**config.mk**
```make
export PLATFORM = sky130hd
export DESIGN_NAME = uart_tx_fifo
export DESIGN_NICKNAME = d
export VERILOG_FILES = /design/src/rtl/uart_tx_fifo.sv
export SDC_FILE = /design/constraint.sdc
export NUM_CORES = 1
export LEC_CHECK = 0
export CORE_UTILIZATION = 63
export DETAILED_ROUTE_END_ITERATION = 10
export GPL_TIMING_DRIVEN = 0
export PLACE_DENSITY = 0.81
export SLEW_MARGIN = 10
export SYNTH_ARGS = -nofsm -noshare
export SYNTH_HDL_FRONTEND = slang
export SYNTH_SLANG_ARGS = --single-unit
```
**constraint.sdc**
```tcl
create_clock -name hclk -period 6.3 [get_ports hclk]
set_input_delay 0.63 -clock hclk [delete_from_list [all_inputs] [get_ports hclk]]
set_output_delay 0.63 -clock hclk [all_outputs]
set_load 0.05 [all_outputs]
```
**src/rtl/uart_tx_fifo.sv**
```systemverilog
// uart_tx_fifo: UART transmitter fed by a byte FIFO, with per-frame latched format and baud divisor.
module uart_tx_fifo #(
  parameter int DIV_WID    = 16,
  parameter int FIFO_DEPTH = 8,
  parameter int LVL_W      = $clog2(FIFO_DEPTH) + 1
) (
  input  logic               hclk,
  input  logic               hresetn,
  input  logic [DIV_WID-1:0] baud_div,
  input  logic               tx_en,
  input  logic [1:0]         cfg_dbits,
  input  logic               cfg_par_en,
  input  logic               cfg_par_odd,
  input  logic               cfg_stop2,
  input  logic               wr_valid,
  input  logic [7:0]         wr_data,
  output logic               wr_ready,
  output logic [LVL_W-1:0]   fifo_level,
  output logic               fifo_full,
  output logic               fifo_empty,
  output logic               busy,
  output logic               tx_done,
  output logic               uart_txd
);
  localparam int AW = $clog2(FIFO_DEPTH);
  typedef enum logic [2:0] {IDLE, START, DATA, PARITY, STOP} state_t;
  state_t               state_q;
  logic [7:0]           mem_q [FIFO_DEPTH];
  logic [AW-1:0]        wr_ptr_q, rd_ptr_q;
  logic [LVL_W-1:0]     level_q;
  logic [DIV_WID-1:0]   cnt_q, div_q;
  logic [2:0]           bit_q;
  logic [1:0]           dbits_q;
  logic [7:0]           sh_q, head, mask;
  logic                 par_q, par_en_q, stop2_q, stop_q, txd_q;
  logic                 push, pop, tick, last_stop;

  assign head       = mem_q[rd_ptr_q];
  assign mask       = 8'hff >> (2'd3 - cfg_dbits);
  assign fifo_level = level_q;
  assign fifo_full  = level_q == LVL_W'(FIFO_DEPTH);
  assign fifo_empty = level_q == '0;
  assign wr_ready   = !fifo_full;
  assign push       = wr_valid && wr_ready;
  assign tick       = cnt_q == '0;
  assign last_stop  = !stop2_q || stop_q;
  assign tx_done    = state_q == STOP && tick && last_stop;
  // Empty is judged on the registered level, so a byte pushed into an empty FIFO pops a cycle later.
  assign pop        = tx_en && !fifo_empty && (state_q == IDLE || tx_done);
  assign busy       = state_q != IDLE;
  assign uart_txd   = txd_q;

  always_ff @(posedge hclk) begin
    if (push) mem_q[wr_ptr_q] <= wr_data;
  end

  always_ff @(posedge hclk or negedge hresetn) begin
    if (!hresetn) begin
      wr_ptr_q <= '0;
      rd_ptr_q <= '0;
      level_q  <= '0;
    end else begin
      wr_ptr_q <= wr_ptr_q + AW'(push);
      rd_ptr_q <= rd_ptr_q + AW'(pop);
      level_q  <= level_q + LVL_W'(push) - LVL_W'(pop);
    end
  end

  always_ff @(posedge hclk or negedge hresetn) begin
    if (!hresetn) begin
      state_q  <= IDLE;
      cnt_q    <= '0;
      div_q    <= '0;
      bit_q    <= '0;
      dbits_q  <= '0;
      sh_q     <= '0;
      par_q    <= 1'b0;
      par_en_q <= 1'b0;
      stop2_q  <= 1'b0;
      stop_q   <= 1'b0;
      txd_q    <= 1'b1;
    end else if (pop) begin
      state_q  <= START;
      txd_q    <= 1'b0;
      cnt_q    <= baud_div;
      div_q    <= baud_div;
      dbits_q  <= cfg_dbits;
      sh_q     <= head;
      par_q    <= ^(head & mask) ^ cfg_par_odd;
      par_en_q <= cfg_par_en;
      stop2_q  <= cfg_stop2;
      stop_q   <= 1'b0;
      bit_q    <= '0;
    end else if (state_q != IDLE) begin
      if (!tick) begin
        cnt_q <= cnt_q - DIV_WID'(1);
      end else begin
        cnt_q <= div_q;
        case (state_q)
          START: begin
            state_q <= DATA;
            txd_q   <= sh_q[0];
            sh_q    <= sh_q >> 1;
          end
          DATA: begin
            if (bit_q == 3'(dbits_q) + 3'd4) begin
              state_q <= par_en_q ? PARITY : STOP;
              txd_q   <= par_en_q ? par_q : 1'b1;
            end else begin
              bit_q <= bit_q + 3'd1;
              txd_q <= sh_q[0];
              sh_q  <= sh_q >> 1;
            end
          end
          PARITY: begin
            state_q <= STOP;
            txd_q   <= 1'b1;
          end
          STOP: begin
            if (last_stop) state_q <= IDLE;
            else stop_q <= 1'b1;
          end
          default: state_q <= IDLE;
        endcase
      end
    end
  end
endmodule

```
# After elaboration in Yosys (flattened, before gate mapping)
# Memories as Yosys holds them, arrays and structs flattened.
# Index checks and enable logic that the tools add are counted.
dict set report totals {
  output_inout_bits 10
  word_cells 96
  in_bits 33
  mem_bits_rw 64
  register_bits 63
  n_memories 1
}
# name words width read_ports rd_ports_with_merged_regs wr line
set mem_list {}
lappend mem_list {mem_q 8 8 1 0 1 28} ;# logic [7:0] mem_q [FIFO_DEPTH];
dict set report classes {
  mux 33
  reduce_logical 26
  n_eq_ne 11
  shift 1
  n_addsub 8
  bitwise 2
}
# op count
set op_table {}
lappend op_table {{2-to-1 mux 16 bit} 3}
lappend op_table {{2-to-1 mux 3 bit} 11}
lappend op_table {{2-to-1 mux 8 bit} 4}
lappend op_table {{zero test 16 bit} 1}
lappend op_table {{one-hot mux 8 bit (2 select lines)} 1}
lappend op_table {{AND reduction 4 bit} 4}
lappend op_table {{subtractor 16 x 1 -> 16 bit (second input constant)} 1}
lappend op_table {{2-to-1 mux 1 bit} 12}
lappend op_table {{one-hot mux 3 bit (4 select lines)} 1}
lappend op_table {{inequality test 3 bit (second input constant)} 3}
lappend op_table {{bitwise AND 8 bit} 1}
lappend op_table {{nonzero test 2 bit} 4}
lappend op_table {{XOR reduction 8 bit} 1}
lappend op_table {{>> shifter 8 x 2 -> 8 bit (first input constant)} 1}
lappend op_table {{adder 3 x 1 -> 3 bit} 2}
lappend op_table {{== test 3 x 2 -> 1 bit (second input constant)} 2}
lappend op_table {{nonzero test 3 bit} 2}
lappend op_table {{logical AND 1 bit} 5}
lappend op_table {{adder 4 x 1 -> 4 bit} 1}
lappend op_table {{== test 4 bit (second input constant)} 1}
lappend op_table {{zero test 4 bit} 1}
lappend op_table {{inequality test 2 bit (second input constant)} 2}
lappend op_table {{nonzero test 4 bit} 1}
lappend op_table {{subtractor 4 x 1 -> 4 bit} 1}
lappend op_table {{other kinds (12)} 15}

# Depth between registers and ports, before layout
dict set report logic_depth {
  depth_word 7
  mapped_depth 13
  depth_no_buf 12
}

# Worst setup path before layout
# No wires, ideal clock.
dict set report synth_timing {
  path_type {reg2reg}
  start {reg level_q[2] (netlist: fifo_level[2])}
  end {reg level_q[2] (netlist: fifo_level[2])}
  arrival_ns 4.223
  n_path_buf 1
  t_required_ns 6.177
  setup_time_ns 0.123
  stages_incl_launch_ff 13
  slack_ns 1.954
  synth_period_minus_slack_ns 4.346
  cell_sequence {dfrtp_1 > inv_1 > ha_1 > nor3b_1 > nor3_1 > a31oi_1 > inv_2 > buf_1 > ha_1 > inv_1 > ha_1 > fa_1 > xor2_1}
}
dict set report synth_via {
  elab_chain_len 5
  word_cells_on_any_way 9
  classes_between {add/sub (2); eq/ne (1); reduce/logical (6)}
}
# item line
set synth_lines {}
lappend synth_lines {{from (decl)} 30} ;# logic [LVL_W-1:0] level_q;
lappend synth_lines {{from (signal assigned)} 65} ;# level_q <= level_q + LVL_W'(push) - LVL_W'(pop);
lappend synth_lines {{zero test 4 bit} 42} ;# assign fifo_empty = level_q == '0;
lappend synth_lines {{via fifo_empty} 20} ;# output logic fifo_empty,
lappend synth_lines {{zero test 1 bit} 49} ;# assign pop = tx_en && !fifo_empty && (state_q == IDLE || tx_done);
lappend synth_lines {{logical AND 1 bit (2 in series)} 49}
lappend synth_lines {{via pop} 36} ;# logic push, pop, tick, last_stop;
lappend synth_lines {{subtractor 4 x 1 -> 4 bit} 65}
# The timed path passes the listed nets, and every way through them passes these cells.
# A chain may end at the register's enable or synchronous reset.

# Worst setup path in the final report
dict set report layout_timing {
  start {reg cnt_q[0]}
  end {out tx_done}
}
dict set report layout_via {
  elab_chain_len 3
}
# item line
set layout_lines {}
lappend layout_lines {{from (decl)} 31} ;# logic [DIV_WID-1:0] cnt_q, div_q;
lappend layout_lines {{from (signal assigned)} 85} ;# cnt_q <= baud_div;
lappend layout_lines {{from (signal assigned)} 96} ;# cnt_q <= cnt_q - DIV_WID'(1);
lappend layout_lines {{from (signal assigned)} 98} ;# cnt_q <= div_q;
lappend layout_lines {{zero test 16 bit} 45} ;# assign tick = cnt_q == '0;
lappend layout_lines {{logical AND 1 bit (2 in series)} 47} ;# assign tx_done = state_q == STOP && tick && last_stop;
lappend layout_lines {{to (decl)} 22} ;# output logic tx_done,
# Every way passes these cells.

==> impl_results.md <==
* Relative slew slack at 37.1%
* Core ar. at 9200 um2
* Initial antenna violation count at 0
* Grt total ovfl at 0
* Reg-to-reg critical path startpoint: fifo_level[2]
* Diodes inserted at 0
* Fin. Hold Viols at 0
* Die width at 99.1 um
* Synth area leaders: edfxtp_1 (32%), dfrtp_1 (26%), nand2_1 (5.1%), mux4_1 (4.0%), mux4_2 (2.7%)
* Gate power share at 19.3%
* Register area share after synthesis at 58.9%
* Final Util at 77.1%
* R2R cell count at 12
* CTS resizes at 0
* Ys async rst share at 49.6%
* Area delta synth->final at 19.3%
* CTS root buf: clkbuf_8
* Worst path required time at 5.67 ns
* Synth top area share at 32.4%
* TritonCTS Buffers at 17
* Max-cap violations at 0
* Top_reg_cell synth: edfxtp_1
* CP endpoint: tx_done
* Die height at 99.1 um
* Total number of vias at 4203
* Status: finished, final reports clean
* Post-route ant nets at 0
* RSZ-0062 raised after global routing: no
* Final setup margin at 2.12 ns
* Clk pwr share at 37.9%
* DRT iter0 DRCs at 326
* CP max stage delay at 0.84 ns
* Total track usage at 29.7%
* Buf/Inv on CP at 4
* Starting Density at 64.6%
* FF-to-FF End: fifo_level[2]
* Worst Hold Class: primary input to async pin
* Net Switching at 0.753 mW
* Post-Synthesis Cells at 489
* F_max at 239 MHz
* Rows at 35
* Peak supply drop at 337 uV
* Fin Setup TNS at 0 ns
* Drt via density at 6.24
* RePlAce Congestion at 0.843
* DR pass1 iterations at 5
* Layout cells sized above 1 at 11.0%
* Critical path origin: cnt_q[0]
* Commonest non-fill, non-tap cell in the layout: nand2_1
* Power Dens Cells at 363 nW/um2
* WS Path Type: flip-flop to primary output
* Minimum clock period after layout at 4.18 ns
* Worst-path cell chain: inv_1 > ha_1 > nor2b_1 > and4_1 > nand2b_1 > clkbuf_1 > clkbuf_1 > nor3_1 > clkdlybuf4s50_1
* Hold slack at 0.192 ns
* Lkg Pwr at 2.86 nW
* CTS tree: yes
* Post-synthesis cell area at 5940 um2
* Synthesized area per cell at 12.1 um2
* Yosys warns at 0
* Worst setup SP type: flip-flop
* Drt total wl at 13500 um
* Seq cells post-synth at 127
* Sinks on Clock Net at 127
* Number of flops mapped to enable cells by yosys at 64
* Worst reg2reg setup slack at 2.36 ns
* Cts hold-fix bufs at 0
* Routed len/inst at 20.1 um
* CTS H-tree lvls at 4
* Number of global-route vias before repair at 4177
* I/O Buffers at 42
* Setup Fix Bufs, Post-CTS at 0
* Critical path endpoint category: primary output
* Yosys cell types at 51
* CTS Buffer Depth at 2
* Endpoints failing setup at 0
* Drc violations at 0
* Crit-path leading delay family: buffers and inverters
* CP Max Fanout at 10
* Sequential power share at 42.8%
* Synth area leader: edfxtp_1
* Stages on worst setup path at 9
* Power Internal at 1.82 mW
* Largest net degree at the start of global routing at 64
* Clock transition at path regs at 0.06 ns
* Clock latency on the worst-skew pair at 0.53 ns
* Setup WS pre-CTS at 2.49 ns
* Most frequent CP cell: clkbuf_1
* Ports at 43
* Die area at 9820 um2
* Most frequent cells in the layout: nand2_1 (80), edfxtp_1 (64), dfrtp_1 (62)
* Critical path arrival at 3.55 ns
* DP HPWL at 8680 um
* Final Max Slew Viols at 0
* Tightest Pin Transition at 0.939 ns
* Final worst path period share at 66.3%
* First-pass GRT wire length at 21500 um
* Setup Skew at 0.00908 ns
* Post-synth net total at 535
* Final nets at 596
* Switching share of power at 29.2%
* Slowest-stage cell, CP: clkdlybuf4s50_1
==> logic make-up after synthesis <==
logic type	after synthesis	synth area share, %
xor+xnor	28	4.59
compound gates	84	8.87
flops	127	58.9
simple gates	165	12.4
buf+inv	39	2.70
mux	33	9.65
fa+ha+maj	13	2.86
==> power groups by stage <==
stage	combinational (mW)	sequential (mW)	clock, mW
6_report	0.498	1.10	0.975
3_5_place_dp	0.494	1.11	0
4_1_cts	0.502	1.10	0.974
3_3_place_gp	0.464	1.10	0
5_1_grt	0.541	1.12	1.01
2_1_floorplan	0.294	1.13	0
==> area by class of cell <==
class	instances	area, um2
Sequential cell	127	3500
Fill cell	557	2110
Buffer	20	88.8
Tap cell	111	139
Clock inverter	14	164
Timing Repair Buffer	42	418
Multi-Input combinational cell	323	2290
Clock buffer	18	418
Inverter	19	71.3
==> synth_stat cells, drive strengths merged, types with 2 or more instances <==
cell type,number
nand2,80
edfxtp,64
dfrtp,62
nor2,33
o21ai,24
a21oi,20
inv,19
mux4,16
xor2,16
o22ai,15
clkbuf,14
mux2i,13
ha,12
nand2b,10
nor3,10
xnor2,10
or3,9
buf,6
a31oi,5
or2,5
mux2,4
nand3,4
nor2b,4
nor4,4
o221a,4
o211ai,3
a211o,2
a22o,2
o21bai,2
or4,2
xnor3,2
==> per-layer routing <==
layer / track usage [%] / up-vias / part of all wire [%] / wire length, um
li1: - / 1898 / - / -
met1: 39.3 / 2078 / 42 / 5720
met2: 48.4 / 198 / 49 / 6590
met3: 6.18 / 29 / 6.9 / 929
met4: 12.6 / 0 / 2.0 / 273
met5: 0 / - / 0 / 0
==> worst min-delay path by stage <==
stage	startpoint	end	cells past startpoint
floorplan	hresetn	bit_q[0]	0
global placement	div_q[5]	div_q[5]	2
detailed placement	div_q[4]	div_q[4]	2
CTS	hresetn	div_q[7]	1
global route	hresetn	div_q[6]	1
finish	hresetn	div_q[6]	1
==> worst register-to-register path: stages, from the launching register on <==
cell and delay (ns):
dfrtp_1 0.38, inv_1 0.10, ha_1 0.15, nor3b_1 0.57, nor3_1 0.10, a31oi_1 0.67, inv_2 0.23, buf_1 0.38
ha_1 0.41, inv_1 0.05, ha_1 0.20, fa_1 0.40, xor2_1 0.18
==> registers in the layout, indices dropped and copies added, names as in the netlist, 3 cells and up <==
signal,flops
bit_q,3
state_q,3
fifo_level,4
div_q,16
wr_ptr_q,3
cnt_q,16
rd_ptr_q,3
sh_q,8
mem_q,64
==> stage by stage <==
stage                     total power [mW]  cell area [um2]  cells
after global placement                1.56             6500    642
after CTS                             2.58             7090    674
after floorplan                       1.43             5940    489
after global routing                  2.67             7090    674
final                                 2.57             7090    674
after detailed placement              1.61             6510    642
Power figures use the tool's default switching activity.
